**config.mk**
```make
export PLATFORM = sky130hd
export DESIGN_NAME = bus
export DESIGN_NICKNAME = d
export VERILOG_FILES = /design/src/rtl/bus.sv
export SDC_FILE = /design/constraint.sdc
export NUM_CORES = 1
export LEC_CHECK = 0
export BUFFER_PORTS_ARGS = -buffer_cell sky130_fd_sc_hd__buf_2
export CORE_AREA = 2 2 139 141
export DETAILED_ROUTE_END_ITERATION = 6
export DIE_AREA = 0 0 141 143
export GPL_TIMING_DRIVEN = 1
export HOLD_SLACK_MARGIN = 0.03
export PLACE_DENSITY = 0.47
export SLEW_MARGIN = 40
export SYNTH_ARGS = -nofsm -noshare
export SYNTH_HDL_FRONTEND = slang
export SYNTH_SLANG_ARGS = --single-unit
```
**constraint.sdc**
```tcl
create_clock -name clk -period 3 [get_ports clk]
set_clock_uncertainty 0.2 [all_clocks]
set_input_delay 0.45 -clock clk [delete_from_list [all_inputs] [get_ports clk]]
set_output_delay 0.45 -clock clk [all_outputs]
set_load 0.01 [all_outputs]
```
**src/rtl/bus.sv**
```systemverilog
// Single-master, two-slave system bus: registered grant, address decode to
// memory (slave 0) and factorial core (slave 1), one-cycle read-data return.
module bus #(
   parameter int unsigned           ADDR_W  = 16,
   parameter int unsigned           DATA_W  = 64,
   parameter logic [ADDR_W-1:0]     S0_BASE = 16'h0000,
   parameter logic [ADDR_W-1:0]     S0_LAST = 16'h07FF,
   parameter logic [ADDR_W-1:0]     S1_BASE = 16'h7000,
   parameter logic [ADDR_W-1:0]     S1_LAST = 16'h71FF
) (
   input  logic              clk,
   input  logic              reset_n,
   input  logic              m_req,
   input  logic              m_wr,
   input  logic [ADDR_W-1:0] m_addr,
   input  logic [DATA_W-1:0] m_dout,
   input  logic [DATA_W-1:0] s0_dout,
   input  logic [DATA_W-1:0] s1_dout,
   output logic              m_grant,
   output logic [DATA_W-1:0] m_din,
   output logic              s0_sel,
   output logic              s1_sel,
   output logic [ADDR_W-1:0] s_addr,
   output logic              s_wr,
   output logic [DATA_W-1:0] s_din
);

   // Encoding matches {s1_sel, s0_sel} so the capture is a direct cast.
   typedef enum logic [1:0] {
      RSEL_NONE = 2'b00,
      RSEL_S0   = 2'b01,
      RSEL_S1   = 2'b10
   } rsel_t;

   rsel_t rsel_q;

   logic in_s0;
   logic in_s1;

   always_ff @(posedge clk or negedge reset_n) begin
      if (!reset_n) begin
         m_grant <= 1'b0;
      end else begin
         m_grant <= m_req;
      end
   end

   // Offset-from-base compare gives an inclusive range check without a
   // constant-true "addr >= 0" term when a base sits at address zero.
   always_comb begin
      in_s0 = (m_addr - S0_BASE) <= (S0_LAST - S0_BASE);
      in_s1 = (m_addr - S1_BASE) <= (S1_LAST - S1_BASE);
   end

   always_comb begin
      s0_sel = m_grant & in_s0;
      s1_sel = m_grant & in_s1;
   end

   always_comb begin
      s_addr = '0;
      s_din  = '0;
      s_wr   = 1'b0;
      if (m_grant) begin
         s_addr = m_addr;
         s_din  = m_dout;
         s_wr   = m_wr;
      end
   end

   always_ff @(posedge clk or negedge reset_n) begin
      if (!reset_n) begin
         rsel_q <= RSEL_NONE;
      end else begin
         rsel_q <= rsel_t'({s1_sel, s0_sel});
      end
   end

   always_comb begin
      m_din = '0;
      case (rsel_q)
         RSEL_S0: m_din = s0_dout;
         RSEL_S1: m_din = s1_dout;
         default: m_din = '0;
      endcase
   end

endmodule

```
==> flow_metrics.py <==
metrics = {
    "outcome": {
        "outcome": "complete, no violations",
    },
    "grt": {
        "grt_antenna_before_repair": 0,
        "grt_usage": 0.09769,
        "grt_pass1_vias": 2945,
        "grt_max_degree": 56,
        "grt_overflow": 0,
        "grt_pass1_wl_mm": 15.59,
    },
    "synth": {
        "synth_simple_gate_area_frac": 0.4972,
        "synth.top_cell.area_share": 0.3177,
        "synth_top_family_by_area": "simple AND/OR/NAND/NOR gates",
        "avgSynthCellArea_um2": 6.301,
        "synth.area.mux_share": 0,
        "synth_compound_area_frac": 0.3050,
        "synth_top_cell_by_area": "and2_1",
        "ys_types": 15,
        "synth_nets": 464,
        "synth_xor_area_frac": 0,
        "synth_adder_area_share": 0.01589,
        "ys_top_cells_by_area": "and2_1 32%, a22oi_1 31%, nor2_1 16%",
        "ys_seq_elements": 3,
        "synth_area_um2": 1575,
        "ys_seq_area_frac": 0.04766,
        "postSynthCellCount": 250,
        "yosys_warnings": 0,
    },
    "floorplan": {
        "start_util": 0.08478,
        "fp.dieArea_um2": 20160,
        "core_um2": 18580,
        "die_w_um": 141,
        "die-height_um": 143,
        "fp-row-count": 50,
        "io_pins": 360,
    },
    "setup_path": {
        "start_kind": "flip-flop",
        "crit_path_cell_trace": "inv_1 > ha_2 > buf_12 > a22oi_1 > nor2_1 > buf_2",
        "slowest_stage": "ha_2",
        "cp_data_arrival_time_ns": 1.78,
        "cp-end-kind": "output pin",
        "cpPeakStageDelay_ns": 0.42,
        "crit_type": "flip-flop to output pin",
        "required_ns": 2.35,
        "critical_path.max_fanout": 47,
    },
    "timing": {
        "finalHoldViolCount": 0,
        "tightest_slew_ns": 0.6426,
        "rsz0062_at_grt": "no",
        "setup_viol": 0,
        "fin_ws_ns": 0.5677,
        "max-slew-margin-rel": 0.5716,
        "drv_slew": 0,
        "fmax_mhz": 411.1,
        "final_min_period_over_clock_period": 0.8108,
        "fin_setup_tns_ns": 0,
        "period_needed_ns": 2.432,
    },
    "clock_network": {
        "cts_resized": 0,
        "clock-sinks": 3,
        "ctsLongestPathBuffers": 2,
        "htreeDepth": 1,
        "tritoncts": "done",
        "clock-root-buffer": "clkbuf_16",
        "clock_latency_ns": 0.23,
        "hold_buffers": 1,
        "clk_pin_slew_ns": 0.03,
        "cts_setup_buffers": 0,
        "cts-buffers-inserted": 3,
    },
    "drt": {
        "wl_per_cell_um": 13.64,
        "ant_nets": 0,
        "drc": 0,
        "routed_wl_mm": 11.23,
        "via_per_inst": 3.775,
        "drt-pass1-iter-count": 4,
        "drt_iter0_markers": 106,
        "routed-via-count": 3107,
    },
    "finish": {
        "layout_commonest_cell": "buf_2",
        "final_cell_mix": "359 x buf_2, 80 x and2_1, 66 x nor2_1",
        "layout-drive-gt1-share": 0.6299,
        "layout.nets": 804,
        "final_core_util": 0.1950,
        "antennaDiodeCount": 0,
        "area_delta_synth_final_pct": 130.0,
    },
    "placed_design": {
        "dp_hpwl_mm": 9.741,
        "place_congestion": 0.7974,
        "post-place-ws_ns": 0.7914,
        "port_buffers": 359,
    },
    "power_and_ir_drop": {
        "power_density_nw_per_um2": 155.7,
        "p_leak_nw": 1.997,
        "ir_worst_vdd_uv": 287.6,
    },
    "worst_hold_path": {
        "hold_path_class": "input pin to flip-flop",
    },
    "job": {
        "maxCapViolCount": 0,
    },
}
-- through the flow --
step	cell area (µm²)	power, mW	hold WS, ns	instances
floorplan	1575	0.1410	-0.04559	250
global placement	3535	0.3495	0.06721	818
detailed placement	3535	0.3517	0.06315	818
CTS	3623	0.5751	0.1246	823
global route	3623	0.5985	0.1309	823
finish	3623	0.5643	0.1279	823
-- power by group --
group / total [mW] / internal (mW) / leakage, nW / switching [mW]
Combinational: 0.299 / 0.168 / 1.92 / 0.131
Sequential: 0.0491 / 0.0416 / 0.0385 / 0.00755
Clock: 0.216 / 0.176 / 0.0382 / 0.0404
Total: 0.564 / 0.386 / 2.00 / 0.179
-- critical path: cells and delay by family (launching register included) --
family,cells,cell delay [ns]
AO/OA/AOI/OAI,1,0.16
buffers and inverters,3,0.46
adder cells (fa/ha/maj),1,0.42
flip-flops,1,0.38
AND/OR/NAND/NOR,1,0.10
-- worst paths after layout --
kind / startpoint / to / slack (ns) / cells past startpoint
min in group asynchronous: reset_n / m_grant / 0.36 / 2
max reg2reg: m_grant / rsel_q[1] / 1.48 / 2
min reg2reg: m_grant / rsel_q[0] / 0.89 / 1
min: m_req / m_grant / 0.13 / 1
max in group asynchronous: reset_n / m_grant / 2.11 / 2
max: rsel_q[1] / m_din[11] / 0.57 / 6
-- synthesized netlist by cell type --
cell / instances
and4b_2: 1
buf_2: 2
and2_2: 1
and3_1: 1
a22oi_1: 64
clkbuf_1: 4
buf_4: 8
clkbuf_2: 8
buf_6: 7
nor2_1: 66
nor4bb_1: 1
inv_1: 2
dfrtp_1: 3
ha_1: 2
and2_1: 80
-- sequential cells by signal, indices dropped and copies added (netlist names) --
register and flops:
rsel_q 2, m_grant 1
-- per-layer routing --
metal	routed length, µm	track usage
met5	0	0
met4	223	0.02842
met3	1067	0.02515
met2	5845	0.1944
met1	4089	0.09978
-- cells by family (layout without fill, tap and decap cells) --
| kind of cell | after synthesis | after routing |
|---|---|---|
| flip-flops | 3 | 3 |
| AO/OA/AOI/OAI | 64 | 64 |
| buffers and inverters | 31 | 370 |
| AND/OR/NAND/NOR | 150 | 150 |
| adder cells (fa/ha/maj) | 2 | 2 |
-- cell type report --
class	count	area, µm²
multi-input cells	216	1294
fillers	2129	14960
well taps	234	292.8
clock buffers	4	78.83
inverters	2	7.507
flip-flops and latches	3	76.32
repair buffers	364	1874
Note: power is estimated with default switching activity, not from simulation.
